[config.mk]
export PLATFORM = sky130hd
export DESIGN_NAME = stopwatch_ctrl_flat
export DESIGN_NICKNAME = d
export VERILOG_FILES = /design/src/rtl/stopwatch_pkg.sv /design/src/rtl/stopwatch_if.sv /design/src/rtl/bcd_digit_counter.sv /design/src/rtl/stopwatch_ctrl.sv /design/src/flat_wrapper.sv
export SDC_FILE = /design/constraint.sdc
export NUM_CORES = 1
export LEC_CHECK = 0
export ABC_CLOCK_PERIOD_IN_PS = 2570
export CORE_MARGIN = 1.5
export CORE_UTILIZATION = 58
export CTS_BUF_LIST = sky130_fd_sc_hd__clkbuf_8
export DETAILED_ROUTE_END_ITERATION = 16
export PLACE_DENSITY = 0.85
export RECOVER_POWER = 50
export SKIP_CTS_REPAIR_TIMING = 1
export SLEW_MARGIN = 10
export SYNTH_ARGS = -nofsm -noshare
export SYNTH_HDL_FRONTEND = slang
export SYNTH_SLANG_ARGS = --single-unit
export TNS_END_PERCENT = 5
[constraint.sdc]
create_clock -name i_sclk -period 2.57 [get_ports i_sclk]
set_input_delay 0.514 -clock i_sclk [delete_from_list [all_inputs] [get_ports i_sclk]]
set_output_delay 0.514 -clock i_sclk [all_outputs]
set_load 0.01 [all_outputs]
[src/rtl/stopwatch_pkg.sv]
// Shared types and constants for the stopwatch controller slice.
package stopwatch_pkg;

  typedef enum logic [1:0] {
    IDLE  = 2'd0,
    RUN   = 2'd1,
    PAUSE = 2'd2,
    LAP   = 2'd3
  } sw_state_e;

  localparam int unsigned BCD_W   = 4;
  localparam int unsigned CS_MAX  = 99;
  localparam int unsigned SEC_MAX = 59;

  typedef logic [BCD_W-1:0] bcd_t;

  typedef struct packed {
    bcd_t min_t;
    bcd_t min_o;
    bcd_t sec_t;
    bcd_t sec_o;
    bcd_t cs_t;
    bcd_t cs_o;
  } time_t;

  function automatic bcd_t tens_digit(input int unsigned v);
    return bcd_t'(v / 10);
  endfunction

  function automatic bcd_t ones_digit(input int unsigned v);
    return bcd_t'(v % 10);
  endfunction

endpackage

[src/rtl/stopwatch_if.sv]
// Button/tick inputs and timer/display outputs of the stopwatch controller.
interface stopwatch_if import stopwatch_pkg::*; ();
  logic i_start_stop;
  logic i_lap;
  logic i_clear;
  logic i_basetick;
  logic o_timerenb;
  logic o_timer_reset_n;
  logic o_running;
  logic o_lap_active;
  logic o_overflow;
  bcd_t o_min_t;
  bcd_t o_min_o;
  bcd_t o_sec_t;
  bcd_t o_sec_o;
  bcd_t o_cs_t;
  bcd_t o_cs_o;

  modport master (
    output i_start_stop, i_lap, i_clear, i_basetick,
    input  o_timerenb, o_timer_reset_n, o_running, o_lap_active, o_overflow,
    input  o_min_t, o_min_o, o_sec_t, o_sec_o, o_cs_t, o_cs_o
  );

  modport slave (
    input  i_start_stop, i_lap, i_clear, i_basetick,
    output o_timerenb, o_timer_reset_n, o_running, o_lap_active, o_overflow,
    output o_min_t, o_min_o, o_sec_t, o_sec_o, o_cs_t, o_cs_o
  );
endinterface

[src/rtl/bcd_digit_counter.sv]
// One BCD digit counting 0..LIMIT; carry is combinational so digits chain in one cycle.
module bcd_digit_counter import stopwatch_pkg::*; #(
  parameter int unsigned LIMIT = 9
) (
  input  logic i_sclk,
  input  logic i_reset,
  input  logic inc,
  input  logic clr,
  output bcd_t value,
  output logic carry
);

  localparam bcd_t LIM = bcd_t'(LIMIT);

  always_ff @(posedge i_sclk) begin
    if (i_reset || clr) begin
      value <= '0;
    end else if (inc) begin
      value <= (value == LIM) ? '0 : value + bcd_t'(1);
    end
  end

  assign carry = inc && (value == LIM);

endmodule

[src/rtl/stopwatch_ctrl.sv]
// Stopwatch FSM, timer control and MM:SS.CC BCD count with lap freeze.
// Define STOPWATCH_WRAP_EN to wrap at MAX_MIN:59.99 instead of saturating.
module stopwatch_ctrl import stopwatch_pkg::*; #(
  parameter int unsigned MAX_MIN = 99
) (
  input logic        i_sclk,
  input logic        i_reset,
  stopwatch_if.slave sw
);

  localparam logic [1:0] ST_IDLE  = 2'(IDLE);
  localparam logic [1:0] ST_RUN   = 2'(RUN);
  localparam logic [1:0] ST_PAUSE = 2'(PAUSE);
  localparam logic [1:0] ST_LAP   = 2'(LAP);

  localparam time_t MAX_TIME = {tens_digit(MAX_MIN), ones_digit(MAX_MIN),
                                tens_digit(SEC_MAX), ones_digit(SEC_MAX),
                                tens_digit(CS_MAX),  ones_digit(CS_MAX)};

  logic [1:0] state_q, state_d;
  logic       latch_lap, do_clear;
  logic       basetick_q, tick, counting, tick_en, at_max;
  logic       ss_w, lap_w, clr_w;
  logic       inc_cs, clr_cnt, ovf_set, ovf_q;
  logic       c_cs_o, c_cs_t, c_sec_o, c_sec_t, c_min_o, c_min_t;
  bcd_t       min_t, min_o, sec_t, sec_o, cs_t, cs_o;
  time_t      live, lap_q, disp;

  // Only the highest-priority pulse acts: clear > start_stop > lap
  assign clr_w = sw.i_clear;
  assign ss_w  = sw.i_start_stop & ~sw.i_clear;
  assign lap_w = sw.i_lap & ~sw.i_start_stop & ~sw.i_clear;

  always_ff @(posedge i_sclk) begin
    if (i_reset) state_q <= ST_IDLE;
    else         state_q <= state_d;
  end

  always_comb begin
    state_d   = state_q;
    latch_lap = 1'b0;
    do_clear  = 1'b0;
    case (state_q)
      ST_IDLE: begin
        if (ss_w) state_d = ST_RUN;
      end
      ST_RUN: begin
        if (ss_w) begin
          state_d = ST_PAUSE;
        end else if (lap_w) begin
          state_d   = ST_LAP;
          latch_lap = 1'b1;
        end
      end
      ST_LAP: begin
        if (ss_w)       state_d = ST_PAUSE;
        else if (lap_w) state_d = ST_RUN;
      end
      ST_PAUSE: begin
        if (clr_w) begin
          state_d  = ST_IDLE;
          do_clear = 1'b1;
        end else if (ss_w) begin
          state_d = ST_RUN;
        end
      end
      default: state_d = ST_IDLE;
    endcase
  end

  // Rising edge of the 100 Hz base tick is one centisecond
  always_ff @(posedge i_sclk) begin
    if (i_reset) basetick_q <= 1'b0;
    else         basetick_q <= sw.i_basetick;
  end

  assign tick     = sw.i_basetick & ~basetick_q;
  assign counting = (state_q == ST_RUN) || (state_q == ST_LAP);
  assign tick_en  = tick & counting;
  assign live     = {min_t, min_o, sec_t, sec_o, cs_t, cs_o};
  assign at_max   = (live == MAX_TIME);
  assign inc_cs   = tick_en & ~at_max;

`ifdef STOPWATCH_WRAP_EN
  assign ovf_set = tick_en & at_max;
  // Minutes-tens rollover cannot occur while at_max gates the chain; kept as a safe wrap
  assign clr_cnt = do_clear | ovf_set | c_min_t;

  always_ff @(posedge i_sclk) begin
    if (i_reset) ovf_q <= 1'b0;
    else         ovf_q <= ovf_set;
  end
`else
  assign ovf_set = tick_en & at_max;
  assign clr_cnt = do_clear | c_min_t;

  always_ff @(posedge i_sclk) begin
    if (i_reset || do_clear) ovf_q <= 1'b0;
    else if (ovf_set)        ovf_q <= 1'b1;
  end
`endif

  bcd_digit_counter #(.LIMIT(CS_MAX % 10)) u_cs_o (
    .i_sclk(i_sclk), .i_reset(i_reset), .inc(inc_cs),  .clr(clr_cnt), .value(cs_o),  .carry(c_cs_o));
  bcd_digit_counter #(.LIMIT(CS_MAX / 10)) u_cs_t (
    .i_sclk(i_sclk), .i_reset(i_reset), .inc(c_cs_o),  .clr(clr_cnt), .value(cs_t),  .carry(c_cs_t));
  bcd_digit_counter #(.LIMIT(9)) u_sec_o (
    .i_sclk(i_sclk), .i_reset(i_reset), .inc(c_cs_t),  .clr(clr_cnt), .value(sec_o), .carry(c_sec_o));
  bcd_digit_counter #(.LIMIT(SEC_MAX / 10)) u_sec_t (
    .i_sclk(i_sclk), .i_reset(i_reset), .inc(c_sec_o), .clr(clr_cnt), .value(sec_t), .carry(c_sec_t));
  bcd_digit_counter #(.LIMIT(9)) u_min_o (
    .i_sclk(i_sclk), .i_reset(i_reset), .inc(c_sec_t), .clr(clr_cnt), .value(min_o), .carry(c_min_o));
  bcd_digit_counter #(.LIMIT(9)) u_min_t (
    .i_sclk(i_sclk), .i_reset(i_reset), .inc(c_min_o), .clr(clr_cnt), .value(min_t), .carry(c_min_t));

  // Lap register captures the pre-increment count
  always_ff @(posedge i_sclk) begin
    if (i_reset)        lap_q <= '0;
    else if (latch_lap) lap_q <= live;
  end

  assign disp = (state_q == ST_LAP) ? lap_q : live;

  always_ff @(posedge i_sclk) begin
    if (i_reset) begin
      sw.o_timerenb      <= 1'b0;
      sw.o_timer_reset_n <= 1'b0;
      sw.o_running       <= 1'b0;
      sw.o_lap_active    <= 1'b0;
      sw.o_overflow      <= 1'b0;
      sw.o_min_t         <= '0;
      sw.o_min_o         <= '0;
      sw.o_sec_t         <= '0;
      sw.o_sec_o         <= '0;
      sw.o_cs_t          <= '0;
      sw.o_cs_o          <= '0;
    end else begin
      sw.o_timerenb      <= counting;
      sw.o_timer_reset_n <= (state_q != ST_IDLE);
      sw.o_running       <= counting;
      sw.o_lap_active    <= (state_q == ST_LAP);
      sw.o_overflow      <= ovf_q;
      sw.o_min_t         <= disp.min_t;
      sw.o_min_o         <= disp.min_o;
      sw.o_sec_t         <= disp.sec_t;
      sw.o_sec_o         <= disp.sec_o;
      sw.o_cs_t          <= disp.cs_t;
      sw.o_cs_o          <= disp.cs_o;
    end
  end

endmodule

[src/flat_wrapper.sv]
// flat-port wrapper written by rule: the top's interface ports become plain ports
module stopwatch_ctrl_flat import stopwatch_pkg::*;
#(
  parameter int unsigned MAX_MIN = 99
)
  (i_sclk, i_reset, sw_i_start_stop, sw_i_lap, sw_i_clear, sw_i_basetick, sw_o_timerenb, sw_o_timer_reset_n, sw_o_running, sw_o_lap_active, sw_o_overflow, sw_o_min_t, sw_o_min_o, sw_o_sec_t, sw_o_sec_o, sw_o_cs_t, sw_o_cs_o);
  stopwatch_if sw_i ();
  input logic i_sclk;
  input logic i_reset;
  input wire logic [$bits(sw_i.i_start_stop)-1:0] sw_i_start_stop;
  input wire logic [$bits(sw_i.i_lap)-1:0] sw_i_lap;
  input wire logic [$bits(sw_i.i_clear)-1:0] sw_i_clear;
  input wire logic [$bits(sw_i.i_basetick)-1:0] sw_i_basetick;
  output wire logic [$bits(sw_i.o_timerenb)-1:0] sw_o_timerenb;
  output wire logic [$bits(sw_i.o_timer_reset_n)-1:0] sw_o_timer_reset_n;
  output wire logic [$bits(sw_i.o_running)-1:0] sw_o_running;
  output wire logic [$bits(sw_i.o_lap_active)-1:0] sw_o_lap_active;
  output wire logic [$bits(sw_i.o_overflow)-1:0] sw_o_overflow;
  output wire logic [$bits(sw_i.o_min_t)-1:0] sw_o_min_t;
  output wire logic [$bits(sw_i.o_min_o)-1:0] sw_o_min_o;
  output wire logic [$bits(sw_i.o_sec_t)-1:0] sw_o_sec_t;
  output wire logic [$bits(sw_i.o_sec_o)-1:0] sw_o_sec_o;
  output wire logic [$bits(sw_i.o_cs_t)-1:0] sw_o_cs_t;
  output wire logic [$bits(sw_i.o_cs_o)-1:0] sw_o_cs_o;
  assign sw_i.i_start_stop = sw_i_start_stop;
  assign sw_i.i_lap = sw_i_lap;
  assign sw_i.i_clear = sw_i_clear;
  assign sw_i.i_basetick = sw_i_basetick;
  assign sw_o_timerenb = sw_i.o_timerenb;
  assign sw_o_timer_reset_n = sw_i.o_timer_reset_n;
  assign sw_o_running = sw_i.o_running;
  assign sw_o_lap_active = sw_i.o_lap_active;
  assign sw_o_overflow = sw_i.o_overflow;
  assign sw_o_min_t = sw_i.o_min_t;
  assign sw_o_min_o = sw_i.o_min_o;
  assign sw_o_sec_t = sw_i.o_sec_t;
  assign sw_o_sec_o = sw_i.o_sec_o;
  assign sw_o_cs_t = sw_i.o_cs_t;
  assign sw_o_cs_o = sw_i.o_cs_o;
  stopwatch_ctrl #(.MAX_MIN(MAX_MIN)) u_core (.i_sclk(i_sclk), .i_reset(i_reset), .sw(sw_i));
endmodule
### Word-level counts from Yosys, hierarchy flattened

Cells that the tools add are included.

| word-level totals | value |
|---|---|
| register bits after elaboration | 80 |
| logic and storage cells | 86 |

| cells by class | value |
|---|---|
| add/sub/neg operators | 6 |
| equal/unequal tests | 12 |
| multiplexer cells | 19 |
| bitwise logic cells | 12 |
| reductions and logical operators | 12 |

Operators by type and width:

| kind | number |
|---|---|
| 4-bit by 1-bit adder with 4-bit output, second input constant | 6 |
| 24-bit equality test, second input constant | 1 |
| 24-bit 2-to-1 mux | 1 |
| 4-bit 2-to-1 mux | 6 |
| 4-bit equality test, second input constant | 5 |
| 2-bit 2-to-1 mux | 6 |
| 2-bit case mux with 4 select lines | 1 |
| 1-bit AND | 7 |
| 1-bit logical AND | 6 |
| 3-bit by 1-bit inequality test with 1-bit output, second input constant | 2 |
| 1-bit 2-to-1 mux | 5 |
| 2-bit equality test, second input constant | 2 |
| 4-bit by 3-bit equality test with 1-bit output, second input constant | 1 |
| 1-bit NOT | 4 |
| 1-bit logical OR | 3 |
| 2-bit by 1-bit equality test with 1-bit output, second input constant | 1 |
| 2-bit logical NOT | 1 |
| 2-bit AND reduction | 1 |
| 2-bit nonzero test | 1 |
| 1-bit bitwise OR | 1 |

### Logic depth before layout (Yosys ltp)

Gate-level depths: netlist of run 1.

| logic depth | value |
|---|---|
| depth after elaboration | 12 |
| gate-level depth with buffers | 7 |
| depth with buffers taken out | 5 |

### Hierarchy

From an unflattened synthesis of run 1, not the netlist that was laid out.

| second synthesis, totals | value |
|---|---|
| cells, all modules | 346 |
| area total of the unflattened synthesis | 3239.4 um^2 |

Modules (own cells, without submodules):

| module | instances | cells an instance | area an instance (um^2) |
|---|---|---|---|
| stopwatch_ctrl | 1 | 227 | 2090.8 |
| bcd_digit_counter (u_core.u_cs_o ...) | 5 | 20 | 192.7 |
| bcd_digit_counter (u_core.u_sec_t) | 1 | 19 | 185.2 |

### Worst setup path after synthesis of run 1

No wires, ideal clock.

| timing | value |
|---|---|
| path kind | register -> register |
| start | reg u_core.u_cs_o.value[1] |
| end | reg u_core.u_min_t.value[0] |
| setup time | 0.070 ns |
| arrival | 1.754 ns |
| path slack | 0.746 ns |
| cell stages (with the launch flop) | 7 |
| period minus slack after synthesis | 1.824 ns |
| cell sequence | dfxtp_1 buf_2 or3b_4 nor4_4 nand4_1 or3_1 a21oi_1 |

| between the ends | value |
|---|---|
| cells in the longest elaborated chain, start to end | 11 |
| elaborated cells between the ends (all ways) | 12 |

RTL lines:

| element | line | RTL |
|---|---|---|
| start, declared | bcd_digit_counter.sv:9 | `output bcd_t value,` |
| start signal, assigned | bcd_digit_counter.sv:19 | `value <= (value == LIM) ? '0 : value + bcd_t'(1);` |
| 24-bit equality test | stopwatch_ctrl.sv:81 | `assign at_max = (live == MAX_TIME);` |
| 1-bit NOT | stopwatch_ctrl.sv:82 | `assign inc_cs = tick_en & ~at_max;` |
| 1-bit AND | stopwatch_ctrl.sv:82 |  |
| 1-bit logical AND (*) (5 in series) | bcd_digit_counter.sv:23 | `assign carry = inc && (value == LIM);` |
| 1-bit logical AND | bcd_digit_counter.sv:23 |  |
| 1-bit bitwise OR | stopwatch_ctrl.sv:95 | `assign clr_cnt = do_clear \| c_min_t;` |
| 1-bit logical OR | bcd_digit_counter.sv:16 | `if (i_reset \|\| clr) begin` |
| end signal, assigned | bcd_digit_counter.sv:19 |  |
| end, declared | bcd_digit_counter.sv:9 |  |

Mark *: on every way between the ends. The rest lies on a longest branch, timed or not.
A chain may end at the register's enable or synchronous reset.

==> results of run 1 <==
## report_power, final
part | internal [mW] | switching [mW] | total, mW
registers | 1.24 | 0.00704 | 1.25
logic | 0.0221 | 0.0401 | 0.0623
clock network | 0.489 | 0.419 | 0.909
## stage by stage
stage               power, mW  setup WS [ns]
finish                  2.223         0.4520
global route            2.293         0.2369
CTS                     2.236         0.6166
detailed placement      1.343         0.3659
global placement        1.343         0.4006
floorplan               1.319         0.7455
## synth_stat cells, types with 4 or more instances
cell      number
nor2b_1       13
inv_1          6
nand4_1        6
mux2i_1        4
xnor2_1        4
nor2_1        23
o21ai_0        7
clkbuf_1      22
a21oi_1       62
nor3_1         4
buf_2          4
dfxtp_1       80
nand3_1        5
or3_1          4
xor2_1         4
and2_1         4
nand2_1      115
## cell type report
type | count | area share
sequential | 80 | 0.4285
multi-input combinational | 286 | 0.3880
timing repair buffer | 41 | 0.1021
clock buffer | 11 | 0.04051
tap | 70 | 0.02343
clock inverter | 3 | 0.01138
inverter | 6 | 0.006026
## metal layers
layer | vias up | global-route usage
met1 | 1256 | 0.2793
li1 | 1368 | -
met5 | - | 0
met3 | 9 | 0.05952
met2 | 72 | 0.3807
met4 | 0 | 0.09273
## worst max-delay path: stages
cell	delay, ns
clkbuf_2	0.33
clkbuf_1	1.15
nor2b_1	0.14
and2_0	0.22
## logic make-up after synthesis
kind of cell	Yosys count	share of synthesized area
buffers and inverters	35	0.04391
AO/OA/AOI/OAI	80	0.1333
multiplexers	4	0.01254
flip-flops	80	0.5018
AND/OR/NAND/NOR	194	0.2866
XOR/XNOR	8	0.02195
## path summary, 6_finish.rpt
path	to	slack (ns)
min	u_core.sw.o_sec_o[2]	0.45
max reg2reg	u_core.u_cs_o.value[3]	0.58
min reg2reg	u_core.sw.o_sec_o[2]	0.45
max	u_core.sw.o_lap_active	0.45
==> flow_summary.ini, run 1 <==
[timing]
whs_ns = 0.4500
setup_viol_count_final = 0
rsz0062_at_grt = no
fin_crit_ns = 2.118
post-route-period-util = 0.8241
fin_tns_setup_ns = 0
hold_viol = 0
drv_slew = 36
tightest_slew_ns = 1.520
skew_ns = 0.009948
fmax_ghz = 0.4721
maxSlewHeadroom = -0.01305

[worst_setup_path]
worstSetupStartpoint = i_reset
arrival_ns = 2.36
r2r_start = u_core.u_min_o.value[3]
cp-end-kind = register
worstRegToRegCells = 5
worstSetupPathType = input port to register
crit_fanout = 35
required_ns = 2.82
worstSetupStartpointType = input port

[finish]
fin_cells = 497
mostFrequentLayoutCell = nand2_1
layout-drive-gt1-share = 0.05855
fillCellCount = 405
multi_input_area_um2 = 1450
area_delta_synth_final_pct = 17.09
insertedDiodeCount = 0
regArea_um2 = 1602
final_nets = 430
largest_reg_flops = 24
fin_area_um2 = 3737
regMostFlops = u_core.lap_q
finalCoreUtilization = 0.7180
final_cell_mix = 115 x nand2_1, 80 x dfxtp_1, 62 x a21oi_1, 23 x nor2_1, 22 x clkdlybuf4s50_1

[detailed_routing]
wl_met3_um = 351
routed_wirelength_um = 6423
wl_per_cell_um = 12.92
highest_layer = met4
via_count = 2705
wl_met1_um = 2926
drc = 0
ant_nets = 0
vias_per_cell = 5.443
dr.pass1.iters = 4
dr_wl_met2_um = 3033
drt_iter0_markers = 178

[run_status]
violations = max-capacitance violations, max-slew violations
status = complete, but fails checks

[yosys]
seq_area_frac_synth = 0.5018
synthCells = 401
syn_area_um2 = 3192
postSynth.asyncResetShare = 0
syn_avg_cell_area_um2 = 7.960
synth_top_area_frac = 0.5018
ys_top_cells_by_area = dfxtp_1 50%, nand2_1 14%, a21oi_1 9.7%
synth_edf_count = 0
ys_ff_latch = 80
netlist-cell-type-count = 44
ys.flop_type = dfxtp_1
synth_fp_nets = 407
yosysWarningCount = 0
yosysTopAreaCell = dfxtp_1

[placed_design]
dp.cells = 483
placed_area_um2 = 3550
port_buffers = 34
place_hpwl_um = 4120
gp_congestion = 0.8519

[grt]
grt.total_usage = 0.2283
grt_max_degree = 36
grt_pass1_vias = 2411
grt_pass1_wl_um = 10860
grt_antenna_before_repair = 0
grt_overflow_total = 0

[clocking]
cts_max_level = 3
root_buffer = clkbuf_8
cts_sinks = 80
clockBufferDepth = 2
cts_inserted_buffers = 9
clkLatencyLatePin_ns = 0.35
cts_tree = built
cts.clk_slew.worst_paths_ns = 0.08

[power]
p_leak_nw = 1.301
p_per_area_nw_per_um2 = 594.7
ir_drop_mv = 0.4045

[die]
die_x_um = 77.19
io_pins = 35
core_region_area_um2 = 5205
rows = 26
initial_core_util = 0.6132
chipHeight_um = 77.19
die_area_um2 = 5958

[hold_path]
min_from = u_core.lap_q[10]
hp-class = register to register
hold_depth = 2

[job]
max_cap_viol_count = 1
Note: power is estimated with default switching activity, not from simulation.
==> run 2: changes to the inputs <==
Settings changed: ABC_CLOCK_PERIOD_IN_PS 2570 to 1800, CORE_UTILIZATION 58 to 52, PLACE_DENSITY 0.85 to 0.8.
Clock period 2.57 ns to 1.8 ns, I/O delays scaled along.
==> run 2 against run 1 <==
Final cell count grew 7.4%. The flow finishes with violations (negative setup slack). Clock power grew 21%. Clock-buffer cell count shrank 2. Cell area grew 6.4%. Clock skew shrank 0.0042 ns. Sequential power grew 42%.
==> flow_summary.ini, run 2 (synthesized netlist as in run 1, its figures left out) <==
[detailed_routing]
routed_wirelength_um = 7081
vias_per_cell = 5.322
wl_per_cell_um = 13.26
drc = 0
ant_nets = 0
via_count = 2842
drt_iter0_markers = 191
dr.pass1.iters = 5

[hold_path]
min_from = sw_i_basetick
hold_depth = 2
holdPathEnd = u_core.basetick_q
hp-class = input port to register

[timing]
fin_crit_ns = 1.820
fin_tns_setup_ns = -0.01977
setup_viol_count_final = 1
skew_ns = 0.005761
rsz0062_at_grt = yes
fmax_ghz = 0.5495
hold_viol = 0
tightest_slew_ns = 1.028
setup_slack_ns = -0.01977
maxSlewHeadroom = 0.3147
post-route-period-util = 1.011
drv_slew = 0

[finish]
regMostFlops = u_core.lap_q
layout-drive-gt1-share = 0.1264
largest_reg_flops = 24
fin_cells = 534
insertedDiodeCount = 0
final_cell_mix = 115 x nand2_1, 79 x dfxtp_1, 61 x a21oi_1, 33 x buf_4, 32 x clkdlybuf4s50_1
final_nets = 462
finalCoreUtilization = 0.6716
mostFrequentLayoutCell = nand2_1
area_delta_synth_final_pct = 24.58
fin_area_um2 = 3976

[placed_design]
place_hpwl_um = 4735
dp_worst_setup_slack_ns = -0.3784
port_buffers = 34
gp_congestion = 0.8343
placed_area_um2 = 3837
dp.cells = 520

[clocking]
cts_inserted_buffers = 9
cts_max_level = 3
cts_tree = built
clkLatencyLatePin_ns = 0.36
root_buffer = clkbuf_8
cts.clk_slew.worst_paths_ns = 0.07
cts_sinks = 80
clockBufferDepth = 2

[power]
intPower_mw = 2.291
p_per_area_nw_per_um2 = 751.3
clkPwrFrac = 0.368
p_leak_nw = 1.424
power_frac_comb = 0.036
power_switching_uw = 696.1
swShare = 0.2330
ir_drop_mv = 0.4567
p_seq_frac = 0.596

[worst_setup_path]
crit_fanout = 5
arrival_ns = 2.11
cp-end-kind = register
worstSetupStartpoint = u_core.u_cs_o.value[2]
worstSetupStartpointType = register
worstPathCellList = or3b_4 > nor4_4 > nand4_1 > or3_1 > a21oi_2
cp_slowest_cell = or3b_4
regToRegEndpoint = u_core.u_min_t.value[0]
r2r_start = u_core.u_cs_o.value[2]
worstRegToRegCells = 5
cp_slowest_stage_delay_ns = 0.40
rrSetupSlack_ns = -0.02
required_ns = 2.09
worstSetupPathType = register to register

[die]
initial_core_util = 0.5391
chipHeight_um = 81.35
core_region_area_um2 = 5921
die_x_um = 81.35
rows = 28
io_pins = 35
die_area_um2 = 6617

[run_status]
status = complete, but fails checks
violations = negative setup slack

[grt]
grt_max_degree = 26
grt_antenna_before_repair = 0
grt_pass1_vias = 2596
grt.total_usage = 0.2394
grt_pass1_wl_um = 11970
grt_overflow_total = 0

[job]
max_cap_viol_count = 0
==> run 2: cell types whose count changed in the layout (fill, tap and decap cells not counted), sizes merged <==
cell | before | now
buf | 5 | 34
bufinv | 1 | 0
clkbuf | 14 | 15
clkdlybuf4s50 | 22 | 32
clkinv | 1 | 2
dlygate4sd3 | 11 | 0
dlymetal6s2s | 0 | 1
inv | 6 | 8
==> run 2: worst max path at each step <==
stage,end,slack [ns],cells after the start
4_1_cts,u_core.u_min_t.value[0],-0.02,6
2_1_floorplan,u_core.u_min_t.value[0],0.03,7
3_3_place_gp,u_core.u_min_o.value[2],-0.31,6
5_1_grt,u_core.u_min_t.value[0],-0.10,5
3_5_place_dp,u_core.u_min_o.value[2],-0.38,6
6_report,u_core.u_min_t.value[0],-0.02,5
==> run 2: layout make-up <==
class                      instances  area (µm²)
fill                             493        1944
sequential                        80        1603
multi-input combinational        286        1478
timing repair buffer              73       626.9
clock buffer                       9       123.9
tap                               75       93.84
clock inverter                     5       28.78
inverter                           6       22.52
==> run 2: metal layers <==
| metal | share of wire | track usage | up-vias |
|---|---|---|---|
| met5 | 0 | 0 | - |
| met4 | 0.023 | 0.1086 | 0 |
| met3 | 0.050 | 0.05169 | 13 |
| met2 | 0.47 | 0.3942 | 62 |
| met1 | 0.45 | 0.2982 | 1339 |
| li1 | - | - | 1428 |
==> run 2: worst max-delay path: cells and delay by family, from the launching register on <==
kind | cells | cell delay [ns]
flops | 1 | 0.34
simple gates | 4 | 1.27
compound gates | 1 | 0.15
==> run 2: through the flow <==
step / hold slack (ns) / power (mW)
final: 0.3155 / 2.987
after global placement: 0.4369 / 1.931
after floorplan: 0.4321 / 1.883
after detailed placement: 0.4427 / 1.934
after CTS: 0.2741 / 3.019
after global routing: 0.3437 / 3.105
==> run 2: power by group through the flow <==
stage / logic (mW) / registers [mW] / clock network, mW
6_report: 0.107 / 1.78 / 1.10
5_1_grt: 0.117 / 1.78 / 1.21
4_1_cts: 0.111 / 1.78 / 1.13
3_5_place_dp: 0.111 / 1.82 / 0
3_3_place_gp: 0.109 / 1.82 / 0
2_1_floorplan: 0.0590 / 1.82 / 0
==> run 3: changes to the inputs <==
Settings changed: CELL_PAD_IN_SITES_DETAIL_PLACEMENT from default to 0, CELL_PAD_IN_SITES_GLOBAL_PLACEMENT from default to 2, CORE_UTILIZATION 52 to 31, PLACE_DENSITY 0.8 to 0.81, TNS_END_PERCENT 5 to default.
==> run 3 against run 2 <==
The flow now finishes without violations. Combinational power about the same. Final cell count is 12% higher. Power increased by 6.1%. Non-clock buffer count grew 4. Critical path type unchanged. Sequential share of layout area is 1.3 points lower.
==> flow_summary.ini, run 3 (synthesized netlist as in run 1, its figures left out) <==
[run_status]
status = finished, final reports clean

[finish]
layout-drive-gt1-share = 0.1379
final_nets = 466
mostFrequentLayoutCell = nand2_1
largest_reg_flops = 24
fin_area_um2 = 4104
area_delta_synth_final_pct = 28.58
insertedDiodeCount = 0
final_cell_mix = 115 x nand2_1, 79 x dfxtp_1, 62 x a21oi_1, 39 x buf_4, 31 x clkdlybuf4s50_1
regMostFlops = u_core.lap_q
fillCellCount = 1009

[clocking]
cts_inserted_buffers = 9
cts_sinks = 80
clockBufferDepth = 2
cts.clk_slew.worst_paths_ns = 0.08
cts_tree = built
root_buffer = clkbuf_8
clkLatencyLatePin_ns = 0.35
cts_max_level = 3

[detailed_routing]
routed_wirelength_um = 7504
dr.pass1.iters = 4
drt_iter0_markers = 81
via_count = 2745
wl_per_cell_um = 12.57
drc = 0
ant_nets = 0
vias_per_cell = 4.598

[timing]
fin_crit_ns = 1.712
drv_slew = 0
post-route-period-util = 0.9512
skew_ns = 0.007863
fmax_ghz = 0.5841
setup_viol_count_final = 0
rsz0062_at_grt = yes
maxSlewHeadroom = 0.2005
hold_viol = 0
tightest_slew_ns = 1.199

[die]
chipHeight_um = 104.5
die_area_um2 = 10910
io_pins = 35
rows = 36
core_region_area_um2 = 9864
die_x_um = 104.5
initial_core_util = 0.3236

[placed_design]
gp_congestion = 0.8032
place_hpwl_um = 5181
placed_area_um2 = 3908
port_buffers = 34

[power]
finalPower_mw = 3.170
ir_drop_mv = 0.4146
p_leak_nw = 1.471
p_per_area_nw_per_um2 = 772.4

[grt]
grt_antenna_before_repair = 0
grt_pass1_wl_um = 13220
grt_pass1_vias = 2759
grt_max_degree = 29
grt_overflow_total = 0
grt.total_usage = 0.1499

[worst_setup_path]
required_ns = 2.09
cp-end-kind = register
worstSetupPathType = register to register
worstSetupStartpointType = register
crit_fanout = 5
arrival_ns = 2.00
worstRegToRegCells = 5

[hold_path]
hold_depth = 2
hp-class = input port to register

[job]
max_cap_viol_count = 0
run 3: cell count changes in the layout (fill, tap and decap cells not counted), sizes merged:
cell           previous run  this run
buf                      34        39
bufinv                    0         1
clkdlybuf4s50            32        31
clkinv                    2         3
clkinvlp                  1         0
dlygate4sd3               0         1
inv                       8         7
run 3: per-stage QoR:
stage	hold slack (ns)	TNS [ns]	util	worst slack, ns	std cells
after floorplan	0.4321	0	-	0.02968	401
after global placement	0.4415	-3.232	0.3961	-0.2940	581
after detailed placement	0.4448	-4.042	0.3961	-0.3494	581
after CTS	0.2712	0	0.4150	0.01471	596
after global routing	0.3338	-0.1067	0.4160	-0.04657	597
final	0.3145	0	0.4160	0.08784	597
run 3: per-layer routing:
layer | wire length, µm | vias up | GRT usage
met5 | 0 | - | 0
met4 | 97 | 0 | 0.04563
met3 | 266 | 8 | 0.04323
met2 | 3522 | 40 | 0.2533
met1 | 3618 | 1259 | 0.1835
li1 | - | 1438 | -
run 3: worst paths after layout:
kind	endpoint	slack (ns)	startpoint
max	u_core.u_min_t.value[0]	0.09	u_core.u_cs_o.value[1]
min	u_core.basetick_q	0.31	sw_i_basetick
max reg2reg	u_core.u_min_t.value[0]	0.09	u_core.u_cs_o.value[1]
min reg2reg	u_core.sw.o_min_o[0]	0.46	u_core.lap_q[16]
run 3: critical path, cell delays in order (launching register included):
cell and delay, ns:
dfxtp_1 0.31, or3b_4 0.42, nor4_4 0.20, nand4_1 0.23, or3_1 0.36, a21oi_1 0.13
run 3: area by class of cell:
type | count | area (µm²) | share of cell area
flip-flops and latches | 80 | 1603 | 0.3905
multi-input cells | 286 | 1478 | 0.3601
repair buffers | 77 | 648.1 | 0.1579
well taps | 133 | 166.4 | 0.04055
clock buffers | 10 | 137.6 | 0.03354
clock inverters | 5 | 48.80 | 0.01189
inverters | 6 | 22.52 | 0.005488
run 3: power by group:
| group | internal, mW | switching, mW |
|---|---|---|
| combinational | 0.0421 | 0.0681 |
| sequential | 1.78 | 0.00391 |
| clock | 0.659 | 0.620 |
| total | 2.48 | 0.692 |
